File: src/rtl/pulse_catcher_if.sv
// pulse_catcher_if: request/flag bundle between fast peripherals, the pulse
// catcher and the slow-domain sampler.
//   in       : fast-domain request per channel (level or pulse)
//   slowClk  : slow-domain clock, carried as plain data
//   out      : stretched flag per channel
//   overflow : sticky per-channel "event dropped" flag
// Modports: master drives requests and slowClk, slave (the catcher) drives
// out/overflow.
interface pulse_catcher_if #(
    parameter int CHANNELS = 4
);
    logic [CHANNELS-1:0] in;
    logic                slowClk;
    logic [CHANNELS-1:0] out;
    logic [CHANNELS-1:0] overflow;

    modport master (
        output in,
        output slowClk,
        input  out,
        input  overflow
    );

    modport slave (
        input  in,
        input  slowClk,
        output out,
        output overflow
    );
endinterface

File: src/rtl/pulse_catcher.sv
// pulse_catcher: stretches short fast-domain requests into flags that stay
// high until the slow domain has seen them on a rising slowClk edge.
// Everything runs on clk; slowClk is only sampled through a synchroniser.
//   clk      : fast clock, all state on rising edge
//   reset_n  : asynchronous active-low reset
//   bus      : pulse_catcher_if.slave (in, slowClk -> out, overflow)
// Optional macro PULSE_CATCHER_COUNT_EN: per-channel pending counters queue
// back-to-back rises as separate slow-visible pulses, separated by a GAP
// phase; overflow flags a rise dropped at a saturated counter. Without it,
// rises while busy merge into the current event and overflow is 0.
//
// state     | meaning
// ----------+----------------------------------------------------------
// IDLE      | no event, out=0
// WAIT_LOW  | flag raised, waiting for synchronised slowClk low
// WAIT_HIGH | flag raised, waiting for synchronised slowClk high
// DONE      | slow domain sampled the flag; hold while request stays high
// GAP       | flag low for one full slowClk low->high before next queued event
module pulse_catcher #(
    parameter int CHANNELS    = 4,
    parameter int CNT_WIDTH   = 3,
    parameter int SYNC_STAGES = 2
) (
    input  logic            clk,
    input  logic            reset_n,
    pulse_catcher_if.slave  bus
);

    localparam logic [2:0] S_IDLE      = 3'd0;
    localparam logic [2:0] S_WAIT_LOW  = 3'd1;
    localparam logic [2:0] S_WAIT_HIGH = 3'd2;
    localparam logic [2:0] S_DONE      = 3'd3;
    localparam logic [2:0] S_GAP       = 3'd4;

    if (SYNC_STAGES < 2 || CNT_WIDTH < 1) begin : g_param_check
        $error("pulse_catcher: SYNC_STAGES must be >= 2 and CNT_WIDTH >= 1");
    end

    logic [SYNC_STAGES-1:0] sync_q;
    logic                   slow_s;
    logic [CHANNELS-1:0]    in_q;
    logic [CHANNELS-1:0]    rise;
    logic [CHANNELS-1:0]    out_q;
    logic [CHANNELS-1:0]    out_d;
    logic [2:0]             state_q [CHANNELS];
    logic [2:0]             state_d [CHANNELS];

    assign slow_s = sync_q[SYNC_STAGES-1];
    assign rise   = bus.in & ~in_q;

`ifdef PULSE_CATCHER_COUNT_EN
    localparam logic [CNT_WIDTH-1:0] CNT_MAX = '1;
    localparam logic [CNT_WIDTH-1:0] CNT_ONE = CNT_WIDTH'(1);

    logic [CNT_WIDTH-1:0] cnt_q [CHANNELS];
    logic [CNT_WIDTH-1:0] cnt_d [CHANNELS];
    logic [CHANNELS-1:0]  seen_low_q;
    logic [CHANNELS-1:0]  seen_low_d;
    logic [CHANNELS-1:0]  ovf_q;
    logic [CHANNELS-1:0]  ovf_d;
`endif

    always_comb begin
        for (int i = 0; i < CHANNELS; i++) begin
            state_d[i] = state_q[i];
            // out is a registered copy of the current state's decode, so it
            // lags the state by one cycle on both rise and fall.
            out_d[i]   = (state_q[i] != S_IDLE) && (state_q[i] != S_GAP);
`ifdef PULSE_CATCHER_COUNT_EN
            cnt_d[i]      = cnt_q[i];
            seen_low_d[i] = seen_low_q[i];
            ovf_d[i]      = ovf_q[i];
`endif
            case (state_q[i])
                S_IDLE: begin
                    if (bus.in[i]) state_d[i] = S_WAIT_LOW;
                end
                S_WAIT_LOW: begin
                    if (!slow_s) state_d[i] = S_WAIT_HIGH;
                end
                S_WAIT_HIGH: begin
                    if (slow_s) state_d[i] = S_DONE;
                end
                S_DONE: begin
                    if (!bus.in[i]) begin
`ifdef PULSE_CATCHER_COUNT_EN
                        if (cnt_q[i] != '0) begin
                            state_d[i] = S_GAP;
                            cnt_d[i]   = cnt_q[i] - CNT_ONE;
                        end else begin
                            state_d[i] = S_IDLE;
                        end
`else
                        state_d[i] = S_IDLE;
`endif
                    end
                end
`ifdef PULSE_CATCHER_COUNT_EN
                S_GAP: begin
                    if (!seen_low_q[i]) begin
                        if (!slow_s) seen_low_d[i] = 1'b1;
                    end else if (slow_s) begin
                        seen_low_d[i] = 1'b0;
                        state_d[i]    = S_WAIT_LOW;
                    end
                end
`endif
                default: state_d[i] = S_IDLE;
            endcase
`ifdef PULSE_CATCHER_COUNT_EN
            // A rise in IDLE is the event itself; only rises while busy queue.
            if (rise[i] && (state_q[i] != S_IDLE)) begin
                if (cnt_q[i] == CNT_MAX) ovf_d[i] = 1'b1;
                else                     cnt_d[i] = cnt_d[i] + CNT_ONE;
            end
`endif
        end
    end

    always_ff @(posedge clk or negedge reset_n) begin
        if (!reset_n) begin
            sync_q <= '0;
            in_q   <= '0;
            out_q  <= '0;
            for (int i = 0; i < CHANNELS; i++) state_q[i] <= S_IDLE;
        end else begin
            sync_q <= {sync_q[SYNC_STAGES-2:0], bus.slowClk};
            in_q   <= bus.in;
            out_q  <= out_d;
            for (int i = 0; i < CHANNELS; i++) state_q[i] <= state_d[i];
        end
    end

`ifdef PULSE_CATCHER_COUNT_EN
    always_ff @(posedge clk or negedge reset_n) begin
        if (!reset_n) begin
            seen_low_q <= '0;
            ovf_q      <= '0;
            for (int i = 0; i < CHANNELS; i++) cnt_q[i] <= '0;
        end else begin
            seen_low_q <= seen_low_d;
            ovf_q      <= ovf_d;
            for (int i = 0; i < CHANNELS; i++) cnt_q[i] <= cnt_d[i];
        end
    end

    assign bus.overflow = ovf_q;
`else
    assign bus.overflow = '0;
`endif

    assign bus.out = out_q;

endmodule

File: src/flat_wrapper.sv
// flat-port wrapper written by rule: the top's interface ports become plain ports
module pulse_catcher_flat 
#(
    parameter int CHANNELS    = 4,
    parameter int CNT_WIDTH   = 3,
    parameter int SYNC_STAGES = 2
)
  (clk, reset_n, bus_in, bus_slowClk, bus_out, bus_overflow);
  pulse_catcher_if #(.CHANNELS(CHANNELS)) bus_i ();
  input  logic clk;
  input  logic reset_n;
  input wire logic [$bits(bus_i.in)-1:0] bus_in;
  input wire logic [$bits(bus_i.slowClk)-1:0] bus_slowClk;
  output wire logic [$bits(bus_i.out)-1:0] bus_out;
  output wire logic [$bits(bus_i.overflow)-1:0] bus_overflow;
  assign bus_i.in = bus_in;
  assign bus_i.slowClk = bus_slowClk;
  assign bus_out = bus_i.out;
  assign bus_overflow = bus_i.overflow;
  pulse_catcher #(.CHANNELS(CHANNELS), .CNT_WIDTH(CNT_WIDTH), .SYNC_STAGES(SYNC_STAGES)) u_core (.clk(clk), .reset_n(reset_n), .bus(bus_i));
endmodule
File: config.mk
export PLATFORM = sky130hd
export DESIGN_NAME = pulse_catcher_flat
export DESIGN_NICKNAME = d
export VERILOG_FILES = /design/src/rtl/pulse_catcher_if.sv /design/src/rtl/pulse_catcher.sv /design/src/flat_wrapper.sv
export SDC_FILE = /design/constraint.sdc
export NUM_CORES = 1
export LEC_CHECK = 0
export BUFFER_PORTS_ARGS = -buffer_cell sky130_fd_sc_hd__buf_4
export CORE_MARGIN = 2
export CORE_UTILIZATION = 48
export DETAILED_ROUTE_END_ITERATION = 7
export GPL_TIMING_DRIVEN = 0
export MAX_ROUTING_LAYER = met4
export PLACE_DENSITY = 0.79
export SKIP_LAST_GASP = 1
export SLEW_MARGIN = 5
export SYNTH_ARGS = -nofsm -noshare
export SYNTH_HDL_FRONTEND = slang
export SYNTH_SLANG_ARGS = --single-unit
File: constraint.sdc
create_clock -name clk -period 1.35 [get_ports clk]
set_input_delay 0.0675 -clock clk [delete_from_list [all_inputs] [get_ports clk]]
set_output_delay 0.0675 -clock clk [all_outputs]
set_load 0.1 [all_outputs]
==> results.cfg, run 1 <==
[synthesis]
seq_area_frac_synth_pct = 39.9
synth_largest_area_cell = dfrtp_1
syn_area_um2 = 877
yosysWarnings = 0
synth_area_per_cell_um2 = 12.0
synthCells = 73
synthTopCellsByArea = dfrtp_1 40%, ha_1 24%, mux2i_1 9.1%, mux2_4 6.8%, o211ai_2 5.7%
ys_ff_latch = 14
yosysTopAreaCellShare_pct = 39.9
yosysUniqueCellTypes = 12

[timing]
hold_slack_ns = 0.171
period_share_pct = 104
post-route-min-period_ns = 1.41
setup_violations = 7
setup_ws_ns = -0.0578
clock_skew_ns = 0.00368
fmax_mhz = 710
rsz0062_at_grt = yes
drv_slew = 0
hold_violations = 0
final.setup.tns_ns = -0.167

[route]
drt-total-wl_mm = 1.71
vias = 591
wl_per_cell_um = 12.7
ant_nets = 0
drc = 0
firstDrtPassIters = 4
vias_per_cell = 4.38
initialDrtViolationCount = 9

[placed_design]
place_congestion = 0.698
dp_slack_ns = -0.0932
hpwl_um = 986
dpl.cell_count = 111
place_area_um2 = 995
portBuffers = 10

[floorplanning]
core_um2 = 1730
initial_utilization_pct = 50.8
fp.dieArea_um2 = 2190
ios = 15
die_y_um = 46.7
die_x_um = 46.7
row_count = 15

[worst_setup_path]
cp_data_arrival_time_ns = 1.58
cp_cell_sequence = inv_2, ha_2, mux2i_1, o211ai_2, mux2_4
endpoint_kind = flip-flop
crit_buf_inv = 1
crit_family = multiplexers
critPathKind = flip-flop to flip-flop
crit_slowest_cell = dfrtp_1
startpoint_type = flip-flop
crit_fanout = 4
required_ns = 1.52
slowest_delay_ns = 0.44

[cells_and_area]
area_growth_pct = 46.6
finalNonFillerCells = 135
nFillCells = 110
postLayoutCellArea_um2 = 1290
diodes = 0
drive_above_1_share_pct = 61.8
final_nets = 135

[power]
p_comb_share_pct = 66.8
p_leak_nw = 0.642
internal_power_mw = 1.90
power_frac_seq_pct = 24.2
vdd_ir_drop_max_uv = 1510
p_per_area_nw_per_um2 = 2640
power_switching_mw = 1.50
power_frac_clock_pct = 8.9
swShare_pct = 44.2

[cts]
clk_pin_slew_worst_paths_ns = 0.09
clockBufferDepth = 2
htreeDepth = 1
cts_tree = done
clock-sinks = 14
cts_buffers = 3
clockRootBuffer = clkbuf_4
insertion_delay_ns = 0.28

[run_status]
violations = setup timing
status = complete, but fails checks

[grt]
grt_pass1_vias = 625
grt_max_degree = 15
grtUsageTotal_pct = 17.1
grt_overflow = 0
grt_pass1_wl_mm = 2.52
antenna_found_initial = 0

[run]
cap_violations = 0

[hold_path]
worstHoldPathType = input port to async pin
[cell families after synthesis]
family,synth area share (%)
buffers and inverters,9.84
adder cells (fa/ha/maj),24.3
flip-flops,39.9
multiplexers,16.0
AND/OR/NAND/NOR,3.00
AO/OA/AOI/OAI,6.56
other,0.428
[layout by cell type, fill, tap and decap left out, types with 3 or more instances in the layout]
| master | count |
|---|---|
| ha_4 | 6 |
| inv_2 | 7 |
| dfrtp_2 | 3 |
| ha_1 | 6 |
| o211ai_2 | 4 |
| mux2i_1 | 8 |
| nor2_1 | 3 |
| inv_1 | 3 |
| buf_4 | 31 |
| mux2_4 | 4 |
| dfrtp_1 | 11 |
| ha_2 | 5 |
| nand2_1 | 4 |
| clkbuf_4 | 3 |
| conb_1 | 4 |
[path summary, 6_finish.rpt]
kind,startpoint,end,depth (start not counted),slack (ns)
max,u_core.state_q[10],u_core.state_q[10],5,-0.06
min,reset_n,u_core.state_q[9],2,0.17
max reg2reg,u_core.state_q[10],u_core.state_q[10],5,-0.06
min reg2reg,u_core.sync_q[0],u_core.sync_q[1],0,0.36
max in group asynchronous,reset_n,u_core.state_q[4],2,1.00
min in group clk,bus_in[2],u_core.state_q[4],4,0.19
[layout make-up]
cell class	count	area [um^2]	area share, %
timing repair buffer	30	234	18.2
inverter	12	50.0	3.89
clock buffer	4	36.3	2.82
tap	25	31.3	2.43
multi-input combinational	45	539	41.9
sequential	14	354	27.5
buffer	5	41.3	3.21
[metal layers]
metal  share of wire (%)  wire, um  vias to the layer above  track usage (%)
li1                    -         -                      299                -
met1                  41       694                      277             19.0
met2                  56       951                       11             28.3
met3                 2.8        48                        4             6.15
met4                 1.1        19                        0             6.11
met5                   0         0                        -                -
[metrics by stage]
step | util, % | power (mW)
floorplan | - | 2.04
global placement | 57.6 | 2.27
detailed placement | 57.6 | 2.35
CTS | 69.0 | 3.08
global route | 74.5 | 3.64
finish | 74.5 | 3.40
[power groups by stage]
stage | logic (mW) | clock network (mW) | registers (mW)
after floorplan | 0.950 | 0 | 1.09
after global placement | 1.51 | 0 | 0.759
after detailed placement | 1.58 | 0 | 0.772
after CTS | 2.01 | 0.310 | 0.760
after global routing | 2.46 | 0.331 | 0.845
final | 2.27 | 0.303 | 0.823
[cells in the mapped netlist]
| master | count |
|---|---|
| dfrtp_1 | 14 |
| buf_4 | 4 |
| mux2_4 | 4 |
| nand2_1 | 4 |
| o211ai_2 | 4 |
| inv_1 | 12 |
| o21bai_1 | 1 |
| conb_1 | 1 |
| mux2i_1 | 8 |
| buf_6 | 1 |
| nor2_1 | 3 |
| ha_1 | 17 |
[registers in the layout, summed over array words and instances (netlist names)]
name / cells
u_core.bus.out: 4
u_core.state_q: 8
u_core.sync_q: 2
[timing repair]
action                                  in CTS  in global routing
resized for setup                           15                 17
endpoints found under the setup margin       4                  8
endpoints found under the hold margin       15                  0
pin swaps                                    4                  5
hold buffers                                 2                  0
setup buffers                               15                  3
Note: power is estimated with default switching activity, not from simulation.
==> run 2, diff against run 1 <==
--- a/config.mk
+++ b/config.mk
@@ -7,11 +7,11 @@
 export LEC_CHECK = 0
 export BUFFER_PORTS_ARGS = -buffer_cell sky130_fd_sc_hd__buf_4
 export CORE_MARGIN = 2
-export CORE_UTILIZATION = 48
+export CORE_UTILIZATION = 53
 export DETAILED_ROUTE_END_ITERATION = 7
 export GPL_TIMING_DRIVEN = 0
 export MAX_ROUTING_LAYER = met4
-export PLACE_DENSITY = 0.79
+export PLACE_DENSITY = 0.82
 export SKIP_LAST_GASP = 1
 export SLEW_MARGIN = 5
 export SYNTH_ARGS = -nofsm -noshare
==> constraint.sdc (replaced) <==
create_clock -name clk -period 1.5 [get_ports clk]
set_input_delay 0.075 -clock clk [delete_from_list [all_inputs] [get_ports clk]]
set_output_delay 0.075 -clock clk [all_outputs]
set_load 0.1 [all_outputs]
==> run 2 against run 1 <==
Net effect: sequential cell count is the same; critical path depth did not move; first-iteration DRC count fell by 67%; the run now ends clean; worst setup slack gained 0.11 ns; core utilization decreased by 6.7 points; register-to-register slack better by 0.11 ns; wire length down 32%; non-clock buffer count down 17; sequential share of layout area increased by 6.4 points; via count shrank 14%.
==> results.cfg, run 2 (same netlist as run 1, synthesis figures left out) <==
[placed_design]
place_congestion = 0.770
dp_slack_ns = 0.0597
portBuffers = 10
hpwl_um = 921

[grt]
antenna_found_initial = 0
grt_max_degree = 15
grt_pass1_vias = 488
grt_pass1_wl_mm = 1.96
grtUsageTotal_pct = 14.1
grt_overflow = 0

[worst_setup_path]
slowest_delay_ns = 0.42
crit_slowest_cell = dfrtp_1
worstReg2RegStart = u_core.state_q[6]
critPathKind = flip-flop to flip-flop
endpoint_kind = flip-flop
startpoint_type = flip-flop
cp_cell_sequence = inv_1, ha_1, mux2i_1, o211ai_2, mux2_4
crit_fanout = 4
crit_buf_inv = 1
cp_data_arrival_time_ns = 1.60
crit_family = multiplexers
reg2reg_to = u_core.state_q[7]
reg2reg_slack_ns = 0.05
required_ns = 1.66
reg2regPathDepth = 5

[cells_and_area]
drive_above_1_share_pct = 29.3
largest_reg_flops = 8
final_nets = 118
regMostFlops = u_core.state_q
fin_util_pct = 67.8
multiInputGateArea_um2 = 452
nFillCells = 123
layout_commonest_cell = ha_1
area_growth_pct = 17.8
layout_common_cells = 17 x ha_1, 15 x buf_4, 14 x dfrtp_1
diodes = 0
regArea_um2 = 350

[cts]
htreeDepth = 1
clockRootBuffer = clkbuf_4
cts_buffers = 3
cts_tree = done
cts.repair.resized = 0
insertion_delay_ns = 0.26
clockBufferDepth = 2
clock-sinks = 14
clk_pin_slew_worst_paths_ns = 0.08

[route]
firstDrtPassIters = 2
ant_nets = 0
drt-total-wl_mm = 1.17
vias = 508
wl_per_cell_um = 10.8
drc = 0
vias_per_cell = 4.70
initialDrtViolationCount = 3

[timing]
setup_ws_ns = 0.0523
clock_skew_ns = 0.00231
period_share_pct = 96.5
setup_violations = 0
drv_slew = 0
fmax_mhz = 691
post-route-min-period_ns = 1.45
hold_violations = 0

[hold_path]
worstHoldPathType = input port to flip-flop
hold_path_end = u_core.state_q[9]
hold_path_startpoint = bus_in[0]
whs_path_depth = 3

[floorplanning]
fp.dieArea_um2 = 2000
row_count = 14
die_y_um = 44.7
initial_utilization_pct = 57.6
die_x_um = 44.7
ios = 15
core_um2 = 1520

[run_status]
status = finished, final reports clean

[run]
cap_violations = 0
run 2: cell types whose count changed in the layout (fill, tap and decap cells not counted), sizes merged:
| cell | delta |
|---|---|
| clkbuf | -1 |
| buf | -17 |
run 2: worst max-delay path by stage:
stage	startpoint	to	slack [ns]	cells after the start
floorplan	u_core.state_q[6]	u_core.state_q[7]	0.17	5
global placement	u_core.state_q[6]	u_core.state_q[7]	0.10	5
detailed placement	u_core.state_q[6]	u_core.state_q[7]	0.06	5
CTS	u_core.state_q[6]	u_core.state_q[7]	0.05	5
global route	u_core.state_q[6]	u_core.state_q[7]	-0.01	5
finish	u_core.state_q[6]	u_core.state_q[7]	0.05	5
run 2: final cells by class:
class | count | share of cell area [%]
Tap cell | 16 | 1.94
Sequential cell | 14 | 33.9
Clock buffer | 3 | 2.18
Timing Repair Buffer | 13 | 9.93
Multi-Input combinational cell | 45 | 43.7
Buffer | 5 | 4.00
Inverter | 12 | 4.36
run 2: layer usage:
layer	vias up	routed length [um]	global-route usage, %
li1	263	-	-
met3	2	53	2.45
met2	10	569	22.3
met1	233	528	17.1
met5	-	0	-
met4	0	14	7.27
run 2: repair_timing:
item	4_1_cts	5_1_grt
hold buffers	2	0
endpoints found under the hold margin	15	0
setup endpoints to repair	0	1
buffers inserted	0	1
run 2: worst register-to-register path: cells and delay by family, from the launching register on:
| kind | cells | cell delay, ns |
|---|---|---|
| multiplexers | 2 | 0.47 |
| AO/OA/AOI/OAI | 1 | 0.13 |
| adder cells (fa/ha/maj) | 1 | 0.22 |
| buffers and inverters | 1 | 0.10 |
| flip-flops | 1 | 0.42 |
run 2: through the flow:
step	std cells	setup TNS, ns	hold WS, ns	area, um^2
final	108	0	0.168	1030
after global routing	108	-0.0146	0.183	1030
after CTS	107	0	0.167	1030
after detailed placement	102	0	-0.0671	983
after global placement	102	0	-0.0698	983
after floorplan	76	0	-0.221	888
Power of run 2 is not shown: default switching activity piles up to over one toggle a cycle in this logic, so the estimate is an artifact.
